==> config.mk <==
export PLATFORM = sky130hd
export DESIGN_NAME = train_actuator_sequencer
export DESIGN_NICKNAME = d
export VERILOG_FILES = /design/src/rtl/train_actuator_sequencer.sv
export SDC_FILE = /design/constraint.sdc
export NUM_CORES = 1
export LEC_CHECK = 0
export CAP_MARGIN = 20
export CORE_AREA = 2 2 42 54
export DETAILED_ROUTE_END_ITERATION = 8
export DIE_AREA = 0 0 44 56
export GPL_ROUTABILITY_DRIVEN = 1
export GPL_TIMING_DRIVEN = 0
export PLACE_DENSITY = 0.79
export SYNTH_ARGS = -nofsm -noshare
export SYNTH_HDL_FRONTEND = slang
export SYNTH_SLANG_ARGS = --single-unit
==> constraint.sdc <==
create_clock -name clk -period 5.55 [get_ports clk]
set_input_delay 1.11 -clock clk [delete_from_list [all_inputs] [get_ports clk]]
set_output_delay 1.11 -clock clk [all_outputs]
set_load 0.01 [all_outputs]
==> src/rtl/train_actuator_sequencer.sv <==
// Decodes the controller's present_state into motor/switch commands, inserting a
// timed stop/throw/resume sequence for switch throws and reversals while moving.
module train_actuator_sequencer #(
  parameter int unsigned SETTLE_CYCLES = 8,
  parameter int unsigned THROW_CYCLES  = 16,
  parameter int unsigned CNT_W         = 5
) (
  input  logic       clk,
  input  logic       rst_n,
  input  logic [3:0] present_state,
  output logic [1:0] motor_speed,
  output logic       motor_dir,
  output logic       switch_pos,
  output logic       switch_pulse,
  output logic       signal_red,
  output logic       signal_green,
  output logic       busy,
  output logic       ack
);

  typedef enum logic [2:0] {
    S_IDLE,
    S_STOP,
    S_THROW,
    S_APPLY,
    S_ACK
  } state_t;

  localparam logic [CNT_W-1:0] SETTLE_LAST = CNT_W'(SETTLE_CYCLES - 1);
  localparam logic [CNT_W-1:0] THROW_LAST  = CNT_W'(THROW_CYCLES - 1);

  state_t           state, state_nxt;
  logic [3:0]       cur_state, cur_state_nxt;
  logic [3:0]       tgt, tgt_nxt;
  logic [CNT_W-1:0] timer, timer_nxt;
  logic [1:0]       speed_nxt;
  logic             dir_nxt;
  logic             pos_nxt;
  logic             pulse_nxt;
  logic             ack_nxt;
  logic             need_stop;

  assign need_stop = (present_state[3] != switch_pos) ||
                     ((present_state[2] != motor_dir) && (motor_speed != '0));

  always_ff @(posedge clk or negedge rst_n) begin
    if (!rst_n) begin
      state        <= S_IDLE;
      cur_state    <= '0;
      tgt          <= '0;
      timer        <= '0;
      motor_speed  <= '0;
      motor_dir    <= 1'b0;
      switch_pos   <= 1'b0;
      switch_pulse <= 1'b0;
      signal_red   <= 1'b1;
      signal_green <= 1'b0;
      busy         <= 1'b0;
      ack          <= 1'b0;
    end else begin
      state        <= state_nxt;
      cur_state    <= cur_state_nxt;
      tgt          <= tgt_nxt;
      timer        <= timer_nxt;
      motor_speed  <= speed_nxt;
      motor_dir    <= dir_nxt;
      switch_pos   <= pos_nxt;
      switch_pulse <= pulse_nxt;
      signal_red   <= (speed_nxt == '0);
      signal_green <= (speed_nxt != '0);
      busy         <= (state_nxt != S_IDLE);
      ack          <= ack_nxt;
    end
  end

  always_comb begin
    state_nxt     = state;
    cur_state_nxt = cur_state;
    tgt_nxt       = tgt;
    timer_nxt     = timer;
    speed_nxt     = motor_speed;
    dir_nxt       = motor_dir;
    pos_nxt       = switch_pos;
    pulse_nxt     = switch_pulse;
    ack_nxt       = 1'b0;

    case (state)
      S_IDLE: begin
        if (present_state != cur_state) begin
          tgt_nxt       = present_state;
          cur_state_nxt = present_state;
          if (need_stop) begin
            state_nxt = S_STOP;
            speed_nxt = '0;
            timer_nxt = SETTLE_LAST;
          end else begin
            state_nxt = S_APPLY;
          end
        end
      end
      S_STOP: begin
        if (timer == '0) begin
          if (tgt[3] != switch_pos) begin
            state_nxt = S_THROW;
            pos_nxt   = tgt[3];
            pulse_nxt = 1'b1;
            timer_nxt = THROW_LAST;
          end else begin
            state_nxt = S_APPLY;
          end
        end else begin
          timer_nxt = timer - 1'b1;
        end
      end
      S_THROW: begin
        if (timer == '0) begin
          pulse_nxt = 1'b0;
          state_nxt = S_APPLY;
        end else begin
          timer_nxt = timer - 1'b1;
        end
      end
      S_APPLY: begin
        speed_nxt = tgt[1:0];
        dir_nxt   = tgt[2];
        state_nxt = S_ACK;
      end
      // ack is registered on leaving ACK, so the strobe shows the cycle after ACK
      // and drops on the edge where IDLE next compares present_state.
      S_ACK: begin
        ack_nxt   = 1'b1;
        state_nxt = S_IDLE;
      end
      default: state_nxt = S_IDLE;
    endcase
  end

endmodule

# Word-level counts from Yosys, hierarchy flattened
# Cells that the tools add are included.
[totals]
input_bits = 6
regBits = 21
out_inout_bits = 9
[classes]
n_eq_ne = 15
add_sub_neg = 1
muxes = 20
reduce_logical = 14
[op_table]
columns = ["cell", "n"]
rows = [
  ["$mux 5", 5],
  ["$pmux 5 s3", 1],
  ["$ne 2x2->1 const B", 6],
  ["$pmux 3 s4", 1],
  ["$mux 3", 3],
  ["$eq 3x2->1 const B", 2],
  ["$mux 2", 3],
  ["$reduce_bool 2->1", 3],
  ["$reduce_bool 3->1", 2],
  ["$logic_not 5->1", 1],
  ["$mux 1", 5],
  ["$reduce_and 5->1", 1],
  ["$sub 5x1->5 const B", 1],
  ["$ne 4x4->1", 1],
  ["$pmux 2 s2", 1],
  ["$reduce_and 4->1", 1],
  ["$eq 3x1->1 const B", 1],
  ["$eq 3x3->1 const B", 1],
  ["$logic_not 3->1", 1],
  ["$ne 1x1->1", 3],
  ["$ne 3x3->1 const B", 1],
  ["$reduce_and 3->1", 1],
  ["$logic_not 2->1", 1],
  ["$pmux 1 s2", 1],
  ["3 further kinds", 3],
]

# Longest topological paths before layout
[logic_depth]
word_depth = 7
ltp_mapped = 7

# Worst setup path before layout
# OpenSTA, ideal clock, no wires.
[synth_path]
path_type = "in2reg"
startpoint = "in present_state[2]"
endpoint = "reg timer[3]"
t_required_ns = 5.422
t_arrival_ns = 2.179
path_stages = 5
path_slack_ns = 3.243
setup_time_ns = 0.128
path_cell_list = "xnor2_1 > o21ai_0 > nand2_1 > a21oi_4 > mux2_1"
[synth_via]
elab_chain_cells = 5
elab_cells_between_ends = 7
cone_classes = "eq/ne: 4; reduce/logical: 3"
[synth_rtl]
columns = ["item", "line", "source"]
rows = [
  ["from (decl)", "10", "input logic [3:0] present_state,"],
  ["$ne 1x1->1", "44", "((present_state[2] != motor_dir) && (motor_speed != '0));"],
  ["$logic_and 1x1->1", "44", ""],
  ["$logic_or 1x1->1", "43", "assign need_stop = (present_state[3] != switch_pos) ||"],
  ["$ne 2x2->1 (no line)", "-", ""],
  ["$reduce_and 5->1 (no line) (*)", "-", ""],
  ["to (signal assigned)", "64", "timer <= timer_nxt;"],
  ["to (decl)", "35", "logic [CNT_W-1:0] timer, timer_nxt;"],
]
# Mark *: on every way between the ends. The rest lies on a longest branch, timed or not.
# A chain may end at the register's enable or synchronous reset.

# Worst setup path in the final report
# Ends and elaborated chain as after synthesis.

==> summary.txt <==
CTS
  • Worst-Skew Late Latency: between 0.2 and 0.3 ns
  • TritonCTS buffer count: 3
  • Post-cts sizing count: 0
  • CTS max path bufs: 2
  • Clock Sinks: 21
  • # hold bufs at CTS: 0
  • Clk pin slew, worst setup/hold paths: ~0.11 ns
  • Setup bufs post-CTS: 0
  • H-Tree Depth: 1
  • CTS tree: built
  • Clk Tree Root Cell: clkbuf_4

Worst setup path
  • Startpoint types: input port
  • Crit path DAT: ~2.9 ns
  • CP startpoint: present_state[2]
  • Maximum fanout along the worst path: 5
  • Setup CP Type: input port to flop
  • Req. time, crit path: roughly 5.7 ns
  • Critical R2R Launch: timer[0]
  • Critical path endpoint category: flop

Final layout
  • Fill count: 171
  • Layout cells sized above 1: 12.1%
  • Nets: 124
  • Layout area overhead: 18.3%
  • Most common cell after layout, fill and taps aside: dfrtp_1
  • ANT cells: 0
  • Most frequent cells in the layout: dfrtp_1 (20), clkdlybuf4s50_1 (14), nand2_1 (13), xnor2_1 (7)

Synth
  • Syn nets: approximately 110
  • Post-synthesis cell count: approximately 100
  • Syn_area_per_cell: 10.7 um^2
  • Warnings from Yosys: 0
  • Seq/Total Area, Yosys: 50.2%
  • Netlist Area Pre-Place: between 1000 and 1500 um^2
  • Top FF cell, synth: dfrtp_1
  • Yosys reg bits: 21
  • Post-synth EDFFs: 0
  • Post-synth cell types: 36
  • Share of flip-flops with an asynchronous set or reset: 100%

Route
  • Residual DRC: 0
  • Drt total wl: between 1.5 and 2 mm
  • WL per Instance: between 10 and 15 um
  • DRT iter0 DRCs: 11
  • Via count: 765
  • Post-route ant nets: 0
  • Initial DRT Pass Iterations: 4
  • Drt via density: ~5.6

Timing
  • Final-report setup violation count: 0
  • Max-slew violations: 0
  • RSZ-0062 raised after global routing: false
  • Worst Tran Pin Value: 0.927 ns
  • Final TNS setup: 0 ns
  • Worst clock skew: ~0.0065 ns
  • Maximum clock frequency: roughly 380 MHz
  • Worst setup margin: between 2 and 3 ns
  • Crit share post-route: between 40% and 50%
  • Hold Vio Cnt, Final: 0
  • Slew headroom: a little under two fifths
  • Min Clock Period, post-route: 2.66 ns

Hold path
  • Hold Crit Class: flop to flop
  • Min-Delay Startpoint: switch_pulse

Die
  • FP Rows: 18
  • Core area: roughly 1900 um^2
  • # IOs: 15
  • Die Ht: ~56 um
  • Starting Density: 54.1%
  • Die area: 2460 um^2
  • Die span in x: ~44 um

Placed design
  • Pre-CTS setup slack: 2.60 ns
  • HPWL Detailed: about 1.4 mm
  • Placer Congestion: ~0.74
  • I/O Buffers: 14

Power and ir drop
  • Pwr Density: between 500 and 600 nW/um^2
  • Pleak: approximately 0.54 nW
  • Maximum vdd ir drop: approximately 290 uV

Global route
  • Gr usage total: between 15 and 20%
  • Vias in the first global route: just under 800
  • Largest net degree at the start of global routing: 22
  • GRT overflow: 0
  • First-pass GRT wire length: about 3.3 mm
  • Initial antenna violation count: 0

Job
  • Max Cap Viol: 0

Status
  • Status: finished clean
## metal layers
layer  routed length, um  vias to the layer above  share of wire (%)  track usage, %
met5                   0                        -                  0               0
met4                  12                        0               0.66            5.19
met3                  54                        2                3.0            1.95
met2                 971                       15                 54            30.5
met1                 775                      362                 43            20.6
li1                    -                      386                  -               -
## synth_stat cells (2+ instances only)
master / number / share of area (%)
a21oi_1: 5 / 2.4
a22o_1: 3 / 2.5
clkbuf_1: 2 / 0.72
dfrtp_1: 20 / 48
inv_1: 4 / 1.4
mux2_2: 5 / 5.4
mux2i_1: 2 / 1.9
nand2_1: 13 / 4.7
nor2_1: 4 / 1.4
nor2b_1: 2 / 1.2
nor3_1: 2 / 0.95
o21ai_0: 5 / 2.4
o22ai_1: 2 / 1.2
xnor2_1: 7 / 5.8
## final cells by class
type	instances	area [um^2]	share of cell area [%]
Clock buffer	4	26.3	2.12
Timing Repair Buffer	14	140	11.3
Multi-Input combinational cell	71	499	40.3
Tap cell	20	25.0	2.02
Buffer	2	7.51	0.605
Inverter	4	15.0	1.21
Sequential cell	21	527	42.5
## worst paths after layout
kind	end	depth (start not counted)	slack (ns)
min in group asynchronous	busy	1	1.32
setup reg to reg	timer[3]	7	3.54
hold / removal	switch_pulse	2	0.51
max in group asynchronous	signal_green	1	3.66
setup / recovery	timer[3]	6	2.89
hold reg to reg	switch_pulse	2	0.51
## power by group
part           leakage (nW)  total, mW  switching (mW)  internal, mW
sequential            0.252      0.266          0.0508         0.215
clock                0.0150     0.0701          0.0422        0.0279
combinational         0.271      0.346           0.171         0.176
## critical path: stages
cell	delay, ns
clkdlybuf4s50_1	0.46
xnor2_1	0.15
o21ai_0	0.34
nand2_1	0.17
a21oi_4	0.26
mux2_1	0.35
## cells by family (layout without fill, tap and decap cells)
logic type / after synthesis / count (layout) / share of synthesized area (%)
AND/OR/NAND/NOR: 30 / 30 / 15.2
AO/OA/AOI/OAI: 24 / 24 / 16.2
flip-flops: 21 / 21 / 50.2
XOR/XNOR: 8 / 8 / 6.68
multiplexers: 8 / 8 / 8.35
buffers and inverters: 6 / 24 / 2.15
adder cells (fa/ha/maj): 1 / 1 / 1.19
## sequential cells by signal, indices dropped and copies added (netlist names)
register / cells
ack: 1
timer: 5
switch_pulse: 1
motor_dir: 1
signal_green: 1
signal_red: 1
motor_speed: 2
switch_pos: 1
tgt: 4
busy: 1
state: 3
## metrics by stage
stage	hold WS [ns]	power (mW)	instances	cell area, um^2	util (%)
after floorplan	0.477	0.509	98	1050	-
after global placement	0.473	0.607	132	1210	62.7
after detailed placement	0.491	0.617	132	1210	62.7
after CTS	0.517	0.690	136	1240	64.0
after global routing	0.542	0.739	136	1240	64.0
final	0.513	0.683	136	1240	64.0
Power figures use the tool's default switching activity.
